$ cat src/rtl/three_bit_sar_pkg.sv
// Shared types and constants for the 3-bit SAR responder.
package three_bit_sar_pkg;

    // Width of the SAR controller's DAC code.
    localparam int unsigned CODE_W = 3;

    // Code the SAR controller restarts from after adc_reset.
    localparam logic [CODE_W-1:0] RESET_CODE = 3'b011;

    typedef enum logic [1:0] {
        IDLE    = 2'd0,
        START   = 2'd1,
        CONVERT = 2'd2,
        RESULT  = 2'd3
    } sar_state_t;

endpackage

$ cat src/rtl/sar_cmp_model.sv
// Comparator model: reports whether the held sample lies above the DAC level.
module sar_cmp_model
    import three_bit_sar_pkg::*;
#(
    parameter int unsigned VIN_W = 6
) (
    input  logic [VIN_W-1:0]  hold,
    input  logic [CODE_W-1:0] sel,
    input  logic              enable,
    output logic              add
);

    logic [VIN_W-1:0] dac_level;

    // DAC code occupies the top bits of the sample range.
    assign dac_level = VIN_W'(sel) << (VIN_W - CODE_W);

    // Unsigned compare, forced low outside the enabled window.
    assign add = enable && (hold > dac_level);

endmodule

$ cat src/rtl/three_bit_sar_responder.sv
// Sample-holding responder for an external 3-bit SAR controller.
// Optional feature: define SAR_RESP_CNT_EN to add the conv_count output.
module three_bit_sar_responder
    import three_bit_sar_pkg::*;
#(
    parameter int unsigned VIN_W   = 6,
    parameter int unsigned TIMEOUT = 8
) (
    input  logic              clk,
    input  logic              reset,
    input  logic [VIN_W-1:0]  vin,
    input  logic              vin_valid,
    output logic              vin_ready,
    input  logic [CODE_W-1:0] sel,
    input  logic              done,
    output logic              add,
    output logic              adc_reset,
    output logic [CODE_W-1:0] result,
    output logic              result_valid,
    input  logic              result_ready,
    output logic              timeout
`ifdef SAR_RESP_CNT_EN
    ,
    output logic [7:0]        conv_count
`endif
);

    localparam int unsigned CNT_W = 8;

    sar_state_t        state, state_d;
    logic [VIN_W-1:0]  hold, hold_d;
    logic [CODE_W-1:0] result_d;
    logic              result_valid_d;
    logic              timeout_d;
    logic [CNT_W-1:0]  cnt, cnt_d;
`ifdef SAR_RESP_CNT_EN
    logic [7:0]        conv_count_d;
`endif

    // Comparator sees the held sample only while converting.
    sar_cmp_model #(
        .VIN_W (VIN_W)
    ) u_cmp (
        .hold   (hold),
        .sel    (sel),
        .enable (state == CONVERT),
        .add    (add)
    );

    assign vin_ready = (state == IDLE);
    assign adc_reset = reset || (state == START);

    // State and datapath registers.
    always_ff @(posedge clk) begin
        if (reset) begin
            state        <= IDLE;
            hold         <= '0;
            result       <= '0;
            result_valid <= 1'b0;
            timeout      <= 1'b0;
            cnt          <= '0;
`ifdef SAR_RESP_CNT_EN
            conv_count   <= '0;
`endif
        end else begin
            state        <= state_d;
            hold         <= hold_d;
            result       <= result_d;
            result_valid <= result_valid_d;
            timeout      <= timeout_d;
            cnt          <= cnt_d;
`ifdef SAR_RESP_CNT_EN
            conv_count   <= conv_count_d;
`endif
        end
    end

    // Next-state and next-datapath logic; done wins over the timeout abort.
    always_comb begin
        state_d        = state;
        hold_d         = hold;
        result_d       = result;
        result_valid_d = result_valid;
        timeout_d      = 1'b0;
        cnt_d          = cnt;
`ifdef SAR_RESP_CNT_EN
        conv_count_d   = conv_count;
`endif
        case (state)
            IDLE: begin
                if (vin_valid) begin
                    hold_d  = vin;
                    state_d = START;
                end
            end
            START: begin
                cnt_d   = '0;
                state_d = CONVERT;
            end
            CONVERT: begin
                if (done) begin
                    result_d       = sel;
                    result_valid_d = 1'b1;
                    state_d        = RESULT;
                end else if ((cnt + CNT_W'(1)) == CNT_W'(TIMEOUT)) begin
                    timeout_d = 1'b1;
                    state_d   = IDLE;
                end else begin
                    cnt_d = cnt + CNT_W'(1);
                end
            end
            RESULT: begin
                if (result_valid && result_ready) begin
                    result_valid_d = 1'b0;
                    state_d        = IDLE;
`ifdef SAR_RESP_CNT_EN
                    conv_count_d   = conv_count + 8'd1;
`endif
                end
            end
            default: state_d = IDLE;
        endcase
    end

endmodule

$ cat config.mk
export PLATFORM = sky130hd
export DESIGN_NAME = three_bit_sar_responder
export DESIGN_NICKNAME = d
export VERILOG_FILES = /design/src/rtl/three_bit_sar_pkg.sv /design/src/rtl/sar_cmp_model.sv /design/src/rtl/three_bit_sar_responder.sv
export SDC_FILE = /design/constraint.sdc
export NUM_CORES = 1
export LEC_CHECK = 0
export CAP_MARGIN = 20
export CORE_MARGIN = 5
export CORE_UTILIZATION = 49
export CTS_CLUSTER_DIAMETER = 150
export DETAILED_ROUTE_END_ITERATION = 8
export PLACE_DENSITY = 0.88
export SETUP_SLACK_MARGIN = 0.05
export SYNTH_ARGS = -nofsm -noshare
export SYNTH_HDL_FRONTEND = slang
export SYNTH_SLANG_ARGS = --single-unit
$ cat constraint.sdc
create_clock -name clk -period 2.3 [get_ports clk]
set_clock_uncertainty 0.15 [all_clocks]
set_input_delay 0.46 -clock clk [delete_from_list [all_inputs] [get_ports clk]]
set_output_delay 0.46 -clock clk [all_outputs]
set_load 0.01 [all_outputs]
After elaboration in Yosys (flattened, before gate mapping)
Index checks and enable logic that the tools add are counted.
{"block": "totals", "regBits": 21, "in_bits": 14, "output_inout_bits": 8, "elab_cells": 43}
{"block": "op_classes", "add_sub_neg": 1, "order_cmp": 1, "n_eq_ne": 10, "muxes": 12, "bitwise_logic": 1, "reduce_logical": 12}
{"cell": "$mux W8", "n": 2}
{"cell": "$pmux W8 S2", "n": 1}
{"cell": "$ne A2 B2 Y1 const B", "n": 5}
{"cell": "$reduce_and A3 Y1", "n": 3}
{"cell": "$add A8 B1 Y8 const B", "n": 1}
{"cell": "$eq A8 B4 Y1 const B", "n": 1}
{"cell": "$mux W2", "n": 4}
{"cell": "$pmux W2 S4", "n": 1}
{"cell": "$gt A6 B6 Y1", "n": 1}
{"cell": "$eq A2 B2 Y1 const B", "n": 2}
{"cell": "$reduce_and A2 Y1", "n": 2}
{"cell": "$reduce_bool A2 Y1", "n": 2}
{"cell": "$mux W1", "n": 3}
{"cell": "$ne A3 B3 Y1 const B", "n": 1}
{"cell": "$reduce_or A3 Y1", "n": 1}
{"cell": "$eq A2 B1 Y1 const B", "n": 1}
{"cell": "$logic_and A1 B1 Y1", "n": 2}
{"cell": "$logic_not A2 Y1", "n": 1}
{"cell": "$pmux W1 S2", "n": 1}
{"cell": "$logic_or A1 B1 Y1", "n": 1}
{"cell": "$not A1 Y1", "n": 1}

Depth between registers and ports, before layout
{"block": "depth", "word_depth": 5, "mapped_depth": 6, "mapped_depth_nobuf": 6}

Cells and area by module
Synthesis repeated with hierarchy kept, for this count alone.
{"block": "unflattened", "cells_unflattened": 136, "area_unflattened_um2": 1168.6}
{"mod": "three_bit_sar_responder", "instances": 1, "cells_per_inst": 124, "area_each_um2": 1078.5, "seq_area_each_um2": 420.4}
{"mod": "sar_cmp_model", "instances": 1, "cells_per_inst": 12, "area_each_um2": 90.1, "seq_area_each_um2": 0.0}

Worst setup path before layout
OpenSTA, ideal clock, no wires.
{"block": "synth_path", "path_kind": "flip-flop to flip-flop", "startpoint": "register cnt[0]", "endpoint": "register cnt[1]", "setup_ns": 0.072, "arrival_time_ns": 1.768, "required_ns": 2.078, "setup_slack_ns": 0.311, "stages_incl_launch_ff": 7, "n_path_buf": 0, "synth_period_minus_slack_ns": 1.989, "path_cell_list": "dfxtp_1 -> ha_1 -> nor3_1 -> a31oi_1 -> or4b_4 -> o21ai_0 -> mux2i_1"}
{"block": "synth_via", "elab_chain_cells": 4, "elab_cells_between_ends": 7, "cone_classes": "1 x add/sub; 2 x eq/ne; 3 x mux; 1 x reduce/logical"}
{"element": "start: declaration", "line": "three_bit_sar_responder.sv:35", "source": "logic [CNT_W-1:0] cnt, cnt_d;"}
{"element": "start signal: assignment", "line": "three_bit_sar_responder.sv:71", "source": "cnt <= cnt_d;"}
{"element": "$add A8 B1 Y8 (*)", "line": "three_bit_sar_responder.sv:105, three_bit_sar_responder.sv:109"}
{"element": "$eq A8 B4 Y1 / $mux W8 (equally long branches)", "line": "three_bit_sar_responder.sv:105", "source": "end else if ((cnt + CNT_W'(1)) == CNT_W'(TIMEOUT)) begin"}
{"element": "$ne A2 B2 Y1 (no source line) / $mux W8 (equally long branches)"}
{"element": "$reduce_and A3 Y1 (no source line) / $pmux W8 S2 (equally long branches)"}
Every way passes the cells marked *; elsewhere a longest branch is shown, timed or not. The select of a mux whose other input is x is not followed.
A chain may end at the register's enable or synchronous reset.

Final worst setup path
{"block": "layout_path", "startpoint": "register cnt[0]", "endpoint": "register cnt[4]"}
The elaborated chain is that of the path after synthesis.

==> summary.md <==
| Metric | Value |
|---|---|
| Outcome | completed |
| Final ANT Viol Nets | 0 |
| Peak supply drop | 402 uV |
| Non-Filler Cell Area, Final | 1430 um2 |
| Post-Synth Adder-Cell Area | 0.0578 |
| CTS sink count | 21 |
| Post-Synthesis Cells | 131 |
| Fin util | 0.660 |
| Worst Path Class, Setup | register to register |
| Clock Path Buffers | 2 |
| Post-Syn Nets | 150 |
| Final hold violation count | 0 |
| First-pass GRT wire length | slightly below 4000 um |
| Total Routing Usage GR | 0.151 |
| Die height | 57.0 um |
| Total die area | 3250 um2 |
| CTS tree | yes |
| Synthesis-to-finish area growth | 32.4% |
| Post-Place Cells | approximately 180 |
| DR iter-0 viols | 12 |
| Vias in the first global route | 981 |
| Initial antenna violation count | 0 |
| Required @ worst endpoint | 2.37 ns |
| Setup violators final | 0 |
| M2 GR Usage | 0.272 |
| Ant. Diodes | 0 |
| Largest net degree at the start of global routing | 18 |
| Flop-to-flop setup slack | 0.17 ns |
| Die extent in x | 57.0 um |
| DR vias/cell | 5.42 |
| CP max FO | 6 |
| LEAKAGE | roughly 0.57 nW |
| Slew Viols, Final | 0 |
| Simple-gate share of the synthesized area | 0.237 |
| Placed cell areas | 1350 um2 |
| Worst min path class | register to register |
| DR WL/cell | 13.1 um |
| Met3 Use GR | 0.0294 |
| GRT overflow | 0 |
| Synth cell types | 30 |
| Hold Buf Count CTS | 0 |
| PD cells | 518 nW/um2 |
| Arrival @ worst endpoint | 2.20 ns |
| Non-Filler Instances | 189 |
| Clock slew at reported path FFs | 0.12 ns |
| FF+latch count, synth | 21 |
| Final wirelength | approximately 2500 um |
| Clk_lat worst skew | 0.30 ns |
| Final worst setup slack | roughly 0.17 ns |
| Fmax | 470 MHz |
| M1 GR Usage | 0.165 |
| RSZ-0062 raised after global routing | no |
| Post-Synth XOR/XNOR Area | 0.0162 |
| GRT busiest layer | met2 |
| Pre-CTS setup slack | -0.539 ns |
| Post-DP HPWL | between 1500 and 2000 um |
| Share of the yosys chip area belonging to registers | 0.388 |
| Fraction of layout cells with a size suffix above 1 | 0.155 |
| Synth Area in Compound Gates | 0.146 |
| PortBufs | 21 |
| Syn Area/Cell | 8.26 um2 |
| Placeable Area | roughly 2200 um2 |
| Worst slew pin tran | 0.314 ns |
| Initial Util | 0.499 |
| CTS root buf | clkbuf_4 |
| Hold Slack | 0.336 ns |
| Startpoint types | register |
| CP Capture Type | register |
| Pre-antenna DRT Iters | 4 |
| Largest family of logic cells by synthesized area | simple AND/OR/NAND/NOR gates |
| Mapped Area | 1080 um2 |
| Placer Congestion | 0.711 |
| CTS Buf Count | 3 |
| Rel. slew slack | 0.788 |
| Max-cap violations | 0 |
| Routed via count | 1025 |
| YS warnings | 0 |
| Post-route minimum period | 2.13 ns |
| Multiplexer area fraction after synthesis | 0.0925 |
| Core Rows | 17 |
| Post-layout net count | 181 |
| Drc violations | 0 |
| Htree depth | 1 |
| Fin crit share | 0.924 |
| # IOs | 22 |
-- power breakdown --
group	switching (mW)	leakage, nW	internal, mW	total [mW]
sequential	0.0152	0.172	0.383	0.398
combinational	0.0770	0.378	0.0886	0.166
clock	0.111	0.0150	0.0675	0.178
total	0.203	0.565	0.539	0.742
-- sequential cells by signal, indices dropped and copies added, names as in the netlist --
name and flops:
timeout 1, hold 6, result_valid 1, state 2, cnt 8, result 3
-- per-stage QoR --
step / total power, mW / setup TNS [ns]
floorplan: 0.487 / 0
global placement: 0.558 / -0.510
detailed placement: 0.566 / -0.539
CTS: 0.744 / 0
global route: 0.784 / 0
finish: 0.742 / 0
-- cell families after synthesis --
group	count (synthesis)
compound gates	26
xor+xnor	2
fa+ha+maj	5
buf+inv	16
flops	21
mux	10
simple gates	51
-- worst max-delay path: stages, from the launching register on --
cell and delay, ns:
dfxtp_2 0.40, ha_2 0.23, nand3_1 0.15, o21ai_0 0.26, nand4bb_1 0.24, o31a_1 0.43
o211ai_1 0.19
-- routing by layer --
metal,vias to the layer above,part of all wire
li1,517,-
met1,489,0.41
met2,17,0.54
met3,2,0.036
met4,0,0.011
met5,-,0
-- final timing paths --
kind / from / end / cells after the start
max: cnt[0] / cnt[4] / 6
min: cnt[7] / cnt[7] / 2
max reg2reg: cnt[0] / cnt[4] / 6
min reg2reg: cnt[7] / cnt[7] / 2
-- cell type report --
cell class / instances / area (um2)
Fill cell: 184 / 737
Multi-Input combinational cell: 94 / 626
Sequential cell: 21 / 424
Timing Repair Buffer: 31 / 280
Inverter: 11 / 41.3
Tap cell: 28 / 35.0
Clock buffer: 4 / 26.3
-- cell usage after synthesis --
cell,count,share of area
nor3_1,4,0.018
a31oi_1,2,0.012
o211ai_1,2,0.014
nor4b_1,1,0.0081
buf_6,1,0.010
nand4bb_1,1,0.010
nor2_1,18,0.062
o21ai_1,1,0.0046
xnor2_1,2,0.016
clkbuf_1,4,0.014
ha_1,5,0.058
or3_1,4,0.023
nand3_1,6,0.028
a21oi_1,7,0.032
o31ai_1,1,0.0069
o22ai_1,1,0.0058
nor2b_1,1,0.0058
inv_1,11,0.038
or2_2,1,0.0058
a21o_1,2,0.014
nand2_1,9,0.031
o31a_1,2,0.016
nor4_1,1,0.0058
dfxtp_1,21,0.39
nand3b_1,2,0.014
a311oi_1,1,0.0081
or4b_4,1,0.013
o21ai_0,7,0.032
mux2i_1,10,0.092
nand2b_1,2,0.012
-- placed cells by master (no fill, tap or decap), types with 3 or more instances in the layout --
cell type        instances
nor2_1                  18
dfxtp_1                 18
clkdlybuf4s50_1         16
mux2i_1                 10
buf_4                   10
inv_1                    9
nand2_1                  9
a21oi_1                  6
nand3_1                  6
o21ai_0                  6
or3_1                    4
nor3_1                   4
clkbuf_4                 3
dfxtp_2                  3
-- what timing repair did --
item                       4_1_cts  5_1_grt
hold endpoints to repair         0        0
gates resized for setup         12        8
pin swaps                        3        3
setup buffers                    1        2
setup endpoints to repair        1        9
Note: power is estimated with default switching activity, not from simulation.
